### config.mk
export PLATFORM = sky130hd
export DESIGN_NAME = id_exe_skid
export DESIGN_NICKNAME = d
export VERILOG_FILES = /design/src/rtl/id_exe_skid.sv
export SDC_FILE = /design/constraint.sdc
export NUM_CORES = 1
export LEC_CHECK = 0
export CAP_MARGIN = 20
export CORE_MARGIN = 2
export CORE_UTILIZATION = 30
export DETAILED_ROUTE_END_ITERATION = 12
export HOLD_SLACK_MARGIN = 0.08
export MAX_ROUTING_LAYER = met4
export SYNTH_ARGS = -nofsm -noshare
export SYNTH_HDL_FRONTEND = slang
export SYNTH_SLANG_ARGS = --single-unit
### constraint.sdc
create_clock -name clk -period 4.05 [get_ports clk]
set_input_delay 0.81 -clock clk [delete_from_list [all_inputs] [get_ports clk]]
set_output_delay 0.81 -clock clk [all_outputs]
set_load 0.005 [all_outputs]
### src/rtl/id_exe_skid.sv
// Elastic ID/EX pipeline register: two-entry skid buffer between decode and execute
// with in-block flush and zero-control bubbles on an empty output slot.
module id_exe_skid #(
    parameter int DATA_W = 128,
    parameter int CTRL_W = 16
) (
    input  logic              clk,
    input  logic              rst,
    input  logic              id_valid,
    output logic              id_ready,
    input  logic [DATA_W-1:0] id_data,
    input  logic [CTRL_W-1:0] id_ctrl,
    input  logic              flush,
    output logic              exe_valid,
    input  logic              exe_ready,
    output logic [DATA_W-1:0] exe_data,
    output logic [CTRL_W-1:0] exe_ctrl,
    output logic [1:0]        occupancy
);

    typedef struct packed {
        logic [CTRL_W-1:0] ctrl;
        logic [DATA_W-1:0] data;
    } entry_t;

    entry_t main_q, skid_q, in_e;
    logic   main_vld, skid_vld, rdy_q;
    logic   accept, fire, skid_nxt;

    assign in_e   = '{ctrl: id_ctrl, data: id_data};
    assign accept = id_valid & rdy_q;
    assign fire   = main_vld & exe_ready;

    // Skid fills only when a second instruction arrives while main is stuck;
    // it drains whenever main fires. id_ready is its registered complement.
    assign skid_nxt = skid_vld ? ~fire : (main_vld & accept & ~fire);

    always_ff @(posedge clk) begin
        if (rst) begin
            main_q   <= '0;
            skid_q   <= '0;
            main_vld <= 1'b0;
            skid_vld <= 1'b0;
            rdy_q    <= 1'b0;
        end else if (flush) begin
            main_vld    <= 1'b0;
            skid_vld    <= 1'b0;
            main_q.ctrl <= '0;
            skid_q.ctrl <= '0;
            rdy_q       <= 1'b1;
        end else begin
            case ({skid_vld, main_vld})
                2'b00: begin
                    if (accept) begin
                        main_q   <= in_e;
                        main_vld <= 1'b1;
                    end
                end
                2'b01: begin
                    if (accept && fire) begin
                        main_q <= in_e;
                    end else if (accept) begin
                        skid_q   <= in_e;
                        skid_vld <= 1'b1;
                    end else if (fire) begin
                        main_vld <= 1'b0;
                    end
                end
                default: begin
                    if (fire) begin
                        main_q   <= skid_q;
                        skid_vld <= 1'b0;
                    end
                end
            endcase
            rdy_q <= ~skid_nxt;
        end
    end

    assign id_ready  = rdy_q;
    assign exe_valid = main_vld;
    assign exe_data  = main_q.data;
    assign exe_ctrl  = main_vld ? main_q.ctrl : '0;
    assign occupancy = {1'b0, main_vld} + {1'b0, skid_vld};

endmodule

Word level (Yosys, flattened, before mapping)
Index checks and enable logic that the tools add are counted.
Widths: inputs -> output; s select.
{"block": "word_totals", "ff_bits": 291, "input_bits": 149, "output_inout_bits": 148, "wordCells": 50}
{"block": "classes", "add_sub_neg": 1, "eq_ne": 7, "n_mux": 14, "bitwise": 9, "reduce_logical": 12}
{"op": "$mux 144", "n": 3}
{"op": "$pmux 144 s2", "n": 1}
{"op": "$mux 16", "n": 1}
{"op": "$ne 2x2->1 const B", "n": 6}
{"op": "$reduce_and 4->1", "n": 3}
{"op": "$mux 1", "n": 7}
{"op": "$reduce_and 3->1", "n": 2}
{"op": "$not 1->1", "n": 5}
{"op": "$reduce_and 5->1", "n": 1}
{"op": "$and 1x1->1", "n": 4}
{"op": "$pmux 1 s2", "n": 2}
{"op": "$reduce_bool 2->1", "n": 2}
{"op": "$reduce_bool 3->1", "n": 1}
{"op": "$add 1x1->2", "n": 1}
{"op": "$eq 2x1->1 const B", "n": 1}
{"op": "$logic_not 2->1", "n": 1}
{"op": "$reduce_or 2->1", "n": 1}
{"op": "$logic_and 1x1->1", "n": 1}

Logic depth before layout (Yosys ltp)
{"block": "logic_depth", "word_depth": 6, "depth_mapped": 9, "mapped_depth_nobuf": 6}

Worst setup path after synthesis
No wires, ideal clock.
{"block": "synth_timing", "path_kind": "reg2reg", "startpoint": "register main_vld, in the netlist exe_valid", "endpoint": "register main_q (netlist bit exe_data[67])", "setup_time_ns": 0.146, "arrival_time_ns": 1.890, "required_ns": 3.904, "slack_ns": 2.014, "path_stages_with_launch": 9, "path_buffers": 3, "synth_period_minus_slack_ns": 2.036, "cell_sequence": "dfxtp_1 -> buf_2 -> inv_1 -> ha_1 -> nor2_4 -> buf_6 -> buf_2 -> mux2i_1 -> a211oi_2"}
{"block": "synth_between", "elab_chain_len": 4, "word_cells_on_any_way": 9, "cone_classes": "3 x eq/ne; 1 x mux; 1 x bitwise; 4 x reduce/logical"}
{"item": "from (decl)", "line_no": "27", "rtl": "logic main_vld, skid_vld, rdy_q;"}
{"item": "from (signal assigned)", "line_no": "42", "rtl": "main_vld <= 1'b0;"}
{"item": "from (signal assigned)", "line_no": "46", "rtl": "main_vld <= 1'b0;"}
{"item": "from (signal assigned)", "line_no": "56", "rtl": "main_vld <= 1'b1;"}
{"item": "$and 1x1->1", "line_no": "32", "rtl": "assign fire = main_vld & exe_ready;"}
{"item": "$logic_and 1x1->1", "line_no": "60", "rtl": "if (accept && fire) begin"}
{"item": "$ne 2x2->1 (no line)"}
{"item": "$reduce_and 4->1 (no line)"}
{"item": "to (signal assigned)", "line_no": "55", "rtl": "main_q <= in_e;"}
{"item": "to (signal assigned)", "line_no": "61", "rtl": "main_q <= in_e;"}
{"item": "to (signal assigned)", "line_no": "71", "rtl": "main_q <= skid_q;"}
{"item": "to (decl)", "line_no": "26", "rtl": "entry_t main_q, skid_q, in_e;"}
Several ways; a longest one is shown, not always the timed one.
A chain may end at the register's enable or synchronous reset.

Final worst setup path
{"block": "layout_timing", "startpoint": "register main_vld, in the netlist exe_valid", "endpoint": "output occupancy[0]"}
{"block": "layout_between", "elab_chain_len": 1}
{"item": "$add 1x1->2", "line_no": "84", "rtl": "assign occupancy = {1'b0, main_vld} + {1'b0, skid_vld};"}
{"item": "to (decl)", "line_no": "18", "rtl": "output logic [1:0] occupancy"}
No other way between the ends.

==> impl_results.md <==
- Status: finished, final reports clean
- Slew margin rel.: 43.7%
- Area delta synth->final: 26.8%
- Crit path DAT: about 2.5 ns
- Vias in the first global route: 9760
- Setup TNS: 0 ns
- WL/cell: 16.3 um
- LEAKAGE: between 5 and 6 nW
- Post-route design area: approximately 16000 um2
- CTS H-Tree Depth: 2
- Total track usage: 15.6%
- Top sig layer: met4
- Iteration-0 DRC Markers: 577
- Count of distinct cell types in the synthesized netlist: 27
- Pin count of the biggest net entering global routing: around 130
- Commonest non-fill, non-tap cell in the layout: clkdlybuf4s50_1
- Final hold violations: 0
- WS Path Type: register to output port
- Clk root buf: clkbuf_16
- Largest fanout on the critical path: 26
- PortBufs: 296
- Worst Path Required: about 3.2 ns
- Worst Skew: about 0.014 ns
- Placed instance count: roughly 2100
- Met2 routed WL: roughly 16000 um
- YS warnings: 0
- DRC violations left: 0
- Hold Buf Count CTS: 0
- Power Total: around 7 mW
- Final slew viol count: 0
- Initial antenna violation count: 2
- Final Wtd Congestion: 0.756
- Final setup fails: 0
- DP Wirelength: 20700 um
- Post-CTS Setup Repair Bufs: 0
- Number of max-cap violations: 0
- IO Pins: around 300
- Clk buf depth: 3
- Grt ovf: 0
- Mapped cell area: ~13000 um2
- Chip Height: 212 um
- Final WL: 35100 um
- Die width: ~210 um
- Worst-Margin Slew: 0.843 ns
- Fraction of layout cells with a size suffix above 1: ~7%
- Hold/Removal Path Class: register to register
- Met3 wire length: roughly 2600 um
- Post-Syn Instances: approximately 1500
- DIE AREA: ~45000 um2
- Core Area: 42900 um2
- Worst-path clk slew: approximately 0.06 ns
- Seq/Total Area, Yosys: around 45%
- Detail Route Antenna Nets: 0
- Crit-path max cell delay: roughly 0.87 ns
- Final nets: 1708
- Via density: approximately 4.8
- First-pass GRT wire length: around 55000 um
- Cell Rows: 76
- CTS buffer count: 36
- CP max stage cell: dfxtp_1
- Minimum clock period: about 3.3 ns
- Ys async rst share: 0%
- Vias: between 10000 and 15000
- Clock sink count: between 200 and 300
- Maximum VDD drop: 0.237 mV
- Starting Density: a little over 30%
- CTS tree: yes
- Pwr Density: around 420 nW/um2
- Setup crit end kind: output port
- FILL cells: 4257
- Non-Filler Instances: 2162
- Crit path cell chain: inv_1 > ha_1 > clkdlybuf4s50_1
- Synth Register Bits: 291
- Top FF cell, synth: dfxtp_1
- Syn_nets: 1614
- Fmax: 306 MHz
- Clk_lat worst skew: approximately 0.53 ns
- Post-Syn Area per Cell: ~8.9 um2
- Startpoint types: register
- RSZ-0062 raised after global routing: false
- Most frequent cells in the layout: 295 x clkdlybuf4s50_1, 291 x dfxtp_1, 290 x nand2_1
- Placed inst area: between 15000 and 20000 um2
- CTS resizes: 0
- Post-synth EDFFs: 0
- Router iterations before antenna repair: 5
- M1 WL: 16000 um
- Tcrit/Tclk final: just over 80%
power breakdown:
group	total [mW]	leakage [nW]	internal (mW)	switching [mW]
logic	0.907	2.23	0.473	0.434
clock network	3.04	0.546	1.82	1.22
registers	3.04	2.36	2.98	0.0629
total	6.98	5.14	5.27	1.71
final cells by class:
cell class	instances	area [um2]	share of cell area (%)
timing repair buffer	310	3210	19.5
tap	585	732	4.45
sequential	291	5830	35.4
antenna	2	5.00	0.0304
multi-input combinational	913	5590	33.9
clock inverter	8	71.3	0.433
inverter	2	7.51	0.0456
clock buffer	51	1030	6.25
per-layer routing:
| metal | up-vias | global-route usage [%] |
|---|---|---|
| met4 | 0 | 5.20 |
| met5 | - | - |
| met3 | 43 | 4.31 |
| li1 | 5120 | - |
| met1 | 4837 | 20.2 |
| met2 | 287 | 23.5 |
critical path: cells and delay by family, from the launching register on:
family	cells	cell delay [ns]
buffers and inverters	2	0.72
adder cells (fa/ha/maj)	1	0.34
flip-flops	1	0.87
cells by family after synthesis:
kind of cell               after synthesis  share of synthesized area (%)
AOI/OAI and AO/OA                      428                           20.8
and+or+nand+nor                        336                           10.3
DFF                                    291                           44.9
buffers and inverters                  256                           12.4
muxes                                  144                           11.1
adders and majority gates                5                          0.482
worst paths after layout:
check,to,slack (ns),depth (start not counted),startpoint
worst max-delay path,occupancy[0],0.78,3,exe_valid
worst min-delay path,skid_q[73],0.45,2,skid_q[73]
worst max register to register,exe_data[60],1.21,6,exe_valid
worst min register to register,skid_q[73],0.45,2,skid_q[73]
through the flow:
step / setup slack, ns / hold WS (ns) / utilization (%)
2_1_floorplan: 2.01 / 0.436 / -
3_3_place_gp: 1.18 / 0.441 / 35.8
3_5_place_dp: 1.07 / 0.446 / 35.8
4_1_cts: 0.691 / 0.454 / 38.4
5_1_grt: 0.554 / 0.468 / 38.4
6_report: 0.779 / 0.452 / 38.4
Yosys cell counts (all sizes together) (2+ instances only):
master	number	area, um2
nor2	18	75.1
a21oi	279	1400
buf	219	1470
inv	2	7.51
clkbuf	35	131
nor3	2	10.0
mux2i	144	1440
o21ai	4	23.8
nand3	2	10.0
and2	18	113
nand2	291	1090
dfxtp	291	5830
ha	5	62.6
and3	2	12.5
a211oi	144	1250
sequential cells by signal, summed over array words and instances, names as in the netlist:
name	count
skid_q	144
exe_data	128
main_q	16
exe_valid	1
id_ready	1
skid_vld	1
Power figures use the tool's default switching activity.
